### src/rtl/mac_pkg.sv
// rtl/mac_pkg.sv - shared types, widths and round/clip helper for mac_seq (MAC_SEQ_SATURATE_EN selects clip vs wrap)
package mac_pkg;

  localparam int PKG_WIDTH = 32;
  localparam int PKG_SCALE = 16;
  localparam int PKG_GUARD = 8;
  localparam int ACC_W     = 2 * PKG_WIDTH + PKG_GUARD;

  typedef enum logic [1:0] {ACC, DRAIN, ROUND, OUT} state_t;

  typedef struct packed {
    logic [PKG_WIDTH-1:0] r;
    logic                 ovf;
  } rc_t;

  // Round half up at the binary point, then clip or wrap to a width-bit result.
  function automatic rc_t round_clip(input logic signed [ACC_W-1:0] acc,
                                     input int scale, input int width);
    logic signed [ACC_W:0] one;
    logic signed [ACC_W:0] t;
    logic signed [ACC_W:0] hi;
    logic signed [ACC_W:0] lo;
    rc_t res;
    one = 1;
    t   = {acc[ACC_W-1], acc};
    t   = t + (one <<< (scale - 1));
    t   = t >>> scale;
    hi  = (one <<< (width - 1)) - one;
    lo  = -(one <<< (width - 1));
    res.ovf = (t > hi) || (t < lo);
    res.r   = t[PKG_WIDTH-1:0];
`ifdef MAC_SEQ_SATURATE_EN
    if (t > hi) res.r = hi[PKG_WIDTH-1:0];
    else if (t < lo) res.r = lo[PKG_WIDTH-1:0];
`endif
    return res;
  endfunction

endpackage

### src/rtl/mac_seq_if.sv
// rtl/mac_seq_if.sv - fixedp interface: clock, reset and fixed-point format shared by the datapath
interface fixedp
  import mac_pkg::*;
#(
  parameter int WIDTH = PKG_WIDTH,
  parameter int SCALE = PKG_SCALE
);
  logic clk;
  logic reset;

  modport master (output clk, reset);
  modport slave  (input clk, reset);
endinterface

### src/rtl/mac_seq_mul_reg.sv
// rtl/mac_seq_mul_reg.sv - registered signed multiplier with valid pass-through
module mul_reg
  import mac_pkg::*;
#(
  parameter int WIDTH = PKG_WIDTH
) (
  input  logic                      clk,
  input  logic                      reset,
  input  logic                      in_valid,
  input  logic signed [WIDTH-1:0]   a,
  input  logic signed [WIDTH-1:0]   b,
  output logic                      out_valid,
  output logic signed [2*WIDTH-1:0] p
);

  always_ff @(posedge clk) begin
    if (reset) begin
      out_valid <= 1'b0;
      p         <= '0;
    end else begin
      out_valid <= in_valid;
      if (in_valid) p <= a * b;
    end
  end

endmodule

### src/rtl/mac_seq.sv
// rtl/mac_seq.sv - streamed fixed-point dot product with rounding, clip/wrap (MAC_SEQ_SATURATE_EN) and ovf flag
module mac_seq
  import mac_pkg::*;
#(
  parameter int WIDTH = PKG_WIDTH,
  parameter int SCALE = PKG_SCALE,
  parameter int GUARD = PKG_GUARD
) (
  fixedp.slave             g,
  input  logic             in_valid,
  output logic             in_ready,
  input  logic             in_last,
  input  logic [WIDTH-1:0] a,
  input  logic [WIDTH-1:0] b,
  output logic             out_valid,
  input  logic             out_ready,
  output logic [WIDTH-1:0] f,
  output logic             ovf
);

  localparam int AW = 2 * WIDTH + GUARD;
  localparam logic [GUARD:0] CNT_FULL = {1'b1, {GUARD{1'b0}}};
  localparam logic [GUARD:0] CNT_LAST = {1'b0, {GUARD{1'b1}}};
  localparam logic [GUARD:0] CNT_ONE  = {{GUARD{1'b0}}, 1'b1};

  state_t                  state;
  logic signed [AW-1:0]    acc;
  logic [GUARD:0]          count;
  logic                    len_err;
  logic                    accept;
  logic                    p_valid;
  logic signed [2*WIDTH-1:0] p;
  rc_t                     rc;

  assign accept = in_valid && in_ready;

  mul_reg #(.WIDTH(WIDTH)) u_mul (
    .clk       (g.clk),
    .reset     (g.reset),
    .in_valid  (accept),
    .a         (a),
    .b         (b),
    .out_valid (p_valid),
    .p         (p)
  );

  always_comb begin
    rc = round_clip(acc, SCALE, WIDTH);
  end

  always_ff @(posedge g.clk) begin
    if (g.reset) begin
      state     <= ACC;
      in_ready  <= 1'b1;
      out_valid <= 1'b0;
      f         <= '0;
      ovf       <= 1'b0;
      acc       <= '0;
      count     <= '0;
      len_err   <= 1'b0;
    end else begin
      if (p_valid) acc <= acc + {{GUARD{p[2*WIDTH-1]}}, p};
      case (state)
        ACC: begin
          if (accept) begin
            if (count != CNT_FULL) count <= count + CNT_ONE;
            // 2^GUARD beats seen and this one is not the last: vector too long
            if (!in_last && count == CNT_LAST) len_err <= 1'b1;
            if (in_last) begin
              state    <= DRAIN;
              in_ready <= 1'b0;
            end
          end
        end
        DRAIN: state <= ROUND;
        ROUND: begin
          f         <= rc.r[WIDTH-1:0];
          ovf       <= rc.ovf | len_err;
          out_valid <= 1'b1;
          state     <= OUT;
        end
        OUT: begin
          if (out_ready) begin
            out_valid <= 1'b0;
            ovf       <= 1'b0;
            acc       <= '0;
            count     <= '0;
            len_err   <= 1'b0;
            in_ready  <= 1'b1;
            state     <= ACC;
          end
        end
        default: state <= ACC;
      endcase
    end
  end

endmodule

### src/flat_wrapper.sv
// flat-port wrapper written by rule: the top's interface ports become plain ports
module mac_seq_flat import mac_pkg::*;
#(
  parameter int WIDTH = PKG_WIDTH,
  parameter int SCALE = PKG_SCALE,
  parameter int GUARD = PKG_GUARD
)
  (in_valid, in_ready, in_last, a, b, out_valid, out_ready, f, ovf, g_clk, g_reset);
  fixedp #(.WIDTH(WIDTH), .SCALE(SCALE)) g_i ();
  input  logic in_valid;
  output logic in_ready;
  input  logic in_last;
  input  logic [WIDTH-1:0] a;
  input  logic [WIDTH-1:0] b;
  output logic out_valid;
  input  logic out_ready;
  output logic [WIDTH-1:0] f;
  output logic ovf;
  input wire logic [$bits(g_i.clk)-1:0] g_clk;
  input wire logic [$bits(g_i.reset)-1:0] g_reset;
  assign g_i.clk = g_clk;
  assign g_i.reset = g_reset;
  mac_seq #(.WIDTH(WIDTH), .SCALE(SCALE), .GUARD(GUARD)) u_core (.g(g_i), .in_valid(in_valid), .in_ready(in_ready), .in_last(in_last), .a(a), .b(b), .out_valid(out_valid), .out_ready(out_ready), .f(f), .ovf(ovf));
endmodule
### config.mk
export PLATFORM = sky130hd
export DESIGN_NAME = mac_seq_flat
export DESIGN_NICKNAME = d
export VERILOG_FILES = /design/src/rtl/mac_pkg.sv /design/src/rtl/mac_seq_if.sv /design/src/rtl/mac_seq_mul_reg.sv /design/src/rtl/mac_seq.sv /design/src/flat_wrapper.sv
export SDC_FILE = /design/constraint.sdc
export NUM_CORES = 2
export LEC_CHECK = 0
export ABC_AREA = 0
export CAP_MARGIN = 20
export CORE_MARGIN = 2
export CORE_UTILIZATION = 30
export CTS_BUF_LIST = sky130_fd_sc_hd__clkbuf_4 sky130_fd_sc_hd__clkbuf_8
export CTS_CLUSTER_DIAMETER = 80
export DETAILED_ROUTE_END_ITERATION = 16
export PLACE_DENSITY = 0.47
export RECOVER_POWER = 50
export SLEW_MARGIN = 20
export SYNTH_ARGS = -nofsm -noshare
export SYNTH_HDL_FRONTEND = slang
export SYNTH_SLANG_ARGS = --single-unit
### constraint.sdc
create_clock -name g_clk -period 9.9 [get_ports g_clk]
set_input_delay 1.98 -clock g_clk [delete_from_list [all_inputs] [get_ports g_clk]]
set_output_delay 1.98 -clock g_clk [all_outputs]
set_load 0.1 [all_outputs]
==> Word-level counts from Yosys, hierarchy flattened <==
Index checks and enable logic that the tools add are counted.
{ "totals": {"regBits": 184, "latchBits": 0, "mem_bits_rw": 0, "rom_bits": 0, "input_bits": 69, "out_inout_bits": 35, "wordCells": 60, "memories": 0} }
{ "op_classes": {"addsub": 3, "mul": 1, "div_mod_pow": 0, "order_cmp": 2, "n_eq_ne": 10, "n_shift": 0, "muxes": 21, "bitwise_logic": 1, "n_reduce_logical": 12} }
{ "ops": {"columns": ["cell", "count"], "rows": [
  ["$mux W72", 3],
  ["$add A72 B17 Y73 const B", 1],
  ["$add A72 B72 Y72", 1],
  ["$mul A32 B32 Y64", 1],
  ["$gt A57 B32 Y1 const B", 1],
  ["$lt A57 B32 Y1 const B", 1],
  ["$mux W9", 3],
  ["$pmux W9 S2", 1],
  ["$reduce_and A4 Y1", 3],
  ["$add A9 B1 Y9 const B", 1],
  ["$eq A9 B8 Y1 const B", 1],
  ["$ne A9 B9 Y1 const B", 1],
  ["$pmux W1 S2", 4],
  ["$pmux W2 S4", 1],
  ["$mux W1", 6],
  ["$mux W2", 3],
  ["$ne A2 B2 Y1 const B", 3],
  ["$eq A2 B2 Y1 const B", 2],
  ["$ne A2 B1 Y1 const B", 2],
  ["$reduce_bool A2 Y1", 2],
  ["$reduce_and A3 Y1", 1],
  ["$eq A2 B1 Y1 const B", 1],
  ["$logic_and A1 B1 Y1", 2],
  ["$logic_not A2 Y1", 1],
  ["other kinds (4)", 4]
]} }

==> Depth between registers and ports, before layout <==
{ "depth": {"ltp_word": 5, "mapped_depth": 30, "ltp_nobuf": 28} }

==> By module <==
From an unflattened synthesis, not the netlist that was laid out.
{ "unflattened": {"cells_unflattened": 5489, "area_unflattened_um2": 48790.5} }
{ "modules_own_cells": {"columns": ["mod", "n_inst", "cells_per_inst", "area_per_inst_um2"], "rows": [
  ["mul_reg", 1, 4159, 38609.5],
  ["mac_seq", 1, 1330, 10181.0]
]} }

==> Worst setup path after synthesis <==
OpenSTA, ideal clock, no wires.
{ "synth_path": {"kind": "input -> register", "from": "in a[31]", "to": "reg u_core.u_mul.p[60]", "t_arrival_ps": 9236, "t_required_ps": 9780, "slack_ps": 544, "path_stages": 22, "path_cell_list": "clkbuf_1 -> nand2_1 -> fa_1 -> fa_1 -> inv_1 -> fa_1 -> fa_1 -> fa_1 -> fa_1 -> inv_1 -> fa_1 -> inv_1 -> fa_1 -> ha_1 -> a21o_1 -> a21o_1 -> a21o_1 -> a41o_2 -> a21boi_1 -> a311oi_1 -> or4_1 -> nand3_1"} }
{ "synth_via": {"elab_chain_cells": 1} }
{ "synth_rtl": {"columns": ["item", "line", "text"], "rows": [
  ["from (decl)", "flat_wrapper.sv:13", "input logic [WIDTH-1:0] a;"],
  ["$mul A32 B32 Y64", "mac_seq_mul_reg.sv:22", "if (in_valid) p <= a * b;"],
  ["to (signal assigned)", "mac_seq_mul_reg.sv:22", null],
  ["to (decl)", "mac_seq_mul_reg.sv:13", "output logic signed [2*WIDTH-1:0] p"]
]} }
Every way passes these cells.
A chain may end at the register's enable or synchronous reset.

==> Worst setup path in the final report <==
{ "layout_path": {"from": "in a[21]", "to": "reg u_core.u_mul.p[60]"} }
The elaborated chain is that of the path after synthesis.

==> results.json <==
{
  "synthCells": 5375,
  "detailedPlace.worstSlack_ns": -0.280,
  "skew_ns": 0.0270,
  "crit_type": "in2reg",
  "synth_fp_nets": 6789,
  "grt_pass1_vias": 39509,
  "synth_area_per_cell_um2": 8.96,
  "vias": 36235,
  "synth_common_cells": "1083 x fa_1, 1022 x inv_1, 665 x nand2_1",
  "firstDrtPassIters": 5,
  "cts-htree-levels": 4,
  "slowest_delay_ns": 0.61,
  "post-route-worst-setup-slack_ns": 0.367,
  "ys.flop_type": "dfxtp_1",
  "grt.total_usage": 0.175,
  "drc": 0,
  "antenna_found_initial": 2,
  "crit_fanout": 13,
  "insertion_delay_ns": 0.51,
  "critPathMostFrequentCell": "fa_1",
  "drive_above_1_share": 0.0824,
  "synthArstFlopShare": 0,
  "synth_area_mm2": 0.0481,
  "synth_edf_count": 0,
  "synth_most_common_cell": "fa_1",
  "place_congestion": 0.846,
  "cts_made_buffers": 17,
  "diodes": 0,
  "die_width_um": 405,
  "required_ns": 10.36,
  "r2r-start": "u_core.state[1]",
  "setup_violations": 0,
  "nFillCells": 16443,
  "startpoint": "a[21]",
  "final_hold_viol_count": 0,
  "hp-class": "reg2reg",
  "cts_tree": "done",
  "clk_pin_slew_ns": 0.12,
  "die_height_um": 405,
  "r2r_cells": 7,
  "core_area_mm2": 0.159,
  "synth_adder_area_share": 0.519,
  "fmax_mhz": 105,
  "yosysSeqAreaShare": 0.0765,
  "crit_arrival_ns": 9.99,
  "overflow": 0,
  "synthTopCellsByArea": "fa_1 45%, inv_1 8.0%, dfxtp_1 7.7%",
  "initial_core_util": 0.303,
  "rows": 146,
  "cts_sinks": 184,
  "relSlewSlack": -1.35,
  "grt_max_degree": 65,
  "vias_per_cell": 4.73,
  "r2r_setup_slack_ns": 4.74,
  "yosys-mux-area-fraction": 0.0119,
  "drt_iter0_markers": 1833,
  "hpwl_um": 120000,
  "slowest_stage": "fa_1",
  "ctsRootBufferMaster": "clkbuf_8",
  "portBuffers": 103,
  "outcome": "finished with violations",
  "final-seq-area_mm2": 0.00369,
  "maxSlewViolCount": 153,
  "routed_wl_um": 137000,
  "startpoint_type": "primary input",
  "finalCritPeriodShare": 0.963,
  "yosys.area.top_type_share": 0.450,
  "synth_xor_area_frac": 0.0308,
  "crit_end": "u_core.u_mul.p[60]",
  "drv_cap": 4,
  "ys_ff_latch": 184,
  "io_pins": 104,
  "synth_compound_area_frac": 0.0835,
  "ys_types": 98,
  "r2r-end": "u_core.acc[50]",
  "fin_util": 0.343,
  "fin_nets": 6995,
  "yosysTopAreaCell": "fa_1",
  "hold_depth": 2,
  "grt_setup_unrepaired": "no",
  "tightest_slew_ns": 3.52,
  "setup_tns_ns": 0,
  "grt_pass1_wl_um": 226000,
  "cts.hold.buffers_added": 0,
  "period_needed_ns": 9.53,
  "synth_simple_gate_area_frac": 0.175,
  "ant_nets": 0,
  "end_kind": "register",
  "die_area_mm2": 0.164,
  "clk_path_buf_depth": 2,
  "hold_start": "u_core.u_mul.p[14]",
  "synth_top_family_by_area": "adder cells",
  "violations": "max-capacitance violations, max-slew violations",
  "synth_warnings": 0,
  "route.detailed.wl_per_inst_um": 17.9,
  "multiInputGateArea_mm2": 0.0395,
  "area_delta_synth_final_pct": 13.3
}
[state kept, by name, summed over array words and instances, names as in the netlist]
| register | count |
|---|---|
| u_core.in_ready | 1 |
| u_core.u_mul.out_valid | 1 |
| u_core.state | 2 |
| u_core.f | 32 |
| u_core.count | 9 |
| u_core.len_err | 1 |
| u_core.out_valid | 1 |
| u_core.u_mul.p | 64 |
| u_core.ovf | 1 |
| u_core.acc | 72 |
[cell type report]
type,instances,share of cell area
Clock inverter,13,0.00204
Tap cell,2072,0.0475
Multi-Input combinational cell,3882,0.724
Clock buffer,19,0.00457
Inverter,1022,0.0703
Sequential cell,184,0.0676
Timing Repair Buffer,474,0.0843
[critical path: cells and delay by family]
family / cells / cell delay, ns
adders and majority gates: 9 / 4.38
AOI/OAI and AO/OA: 4 / 0.93
and+or+nand+nor: 6 / 1.36
buffers and inverters: 7 / 1.32
[placed cells by master, fill, tap and decap left out, types with 55 or more instances in the layout]
cell / instances
a21o_1: 71
a21oi_1: 203
and2_1: 517
buf_12: 64
buf_4: 303
clkdlybuf4s50_1: 101
dfxtp_1: 183
fa_1: 1083
ha_1: 261
inv_1: 1022
mux2i_1: 55
nand2_1: 664
nand3_1: 61
nor2_1: 230
o21ai_0: 86
xnor2_1: 96
xor2_1: 73
[per-layer routing]
metal  up-vias  part of all wire  global-route usage
met5         -                 0                   0
met3       120             0.033              0.0155
met1     18646              0.48               0.246
met4         0             0.021              0.0344
met2       638              0.47               0.293
li1      16831                 -                   -
[cell families after synthesis]
family                   after synthesis
multiplexers                          57
buffers and inverters               1309
XOR/XNOR                             169
AO/OA/AOI/OAI                        608
AND/OR/NAND/NOR                     1703
flip-flops                           184
adder cells (fa/ha/maj)             1345
[worst min-delay path by stage]
stage	to	slack (ns)
after floorplan	u_core.u_mul.p[54]	0.43
final	u_core.u_mul.p[14]	0.47
after global placement	u_core.u_mul.p[14]	0.45
after global routing	u_core.u_mul.p[52]	0.49
after detailed placement	u_core.u_mul.p[0]	0.46
after CTS	u_core.u_mul.p[13]	0.47
[what timing repair did]
action	4_1_cts	5_1_grt
hold endpoints to repair	0	0
resized for setup	0	4
endpoints found under the setup margin	0	5
setup buffers	0	0
[per-stage QoR]
| stage | instances | area [um^2] | hold WS, ns |
|---|---|---|---|
| floorplan | 5375 | 48100 | 0.432 |
| global placement | 7634 | 54200 | 0.452 |
| detailed placement | 7634 | 54200 | 0.457 |
| CTS | 7666 | 54600 | 0.475 |
| global route | 7666 | 54500 | 0.490 |
| finish | 7666 | 54500 | 0.467 |
Power is left out: the tool's default activity adds up to more than one toggle a clock period on the data nets, which glitch-free logic cannot reach.
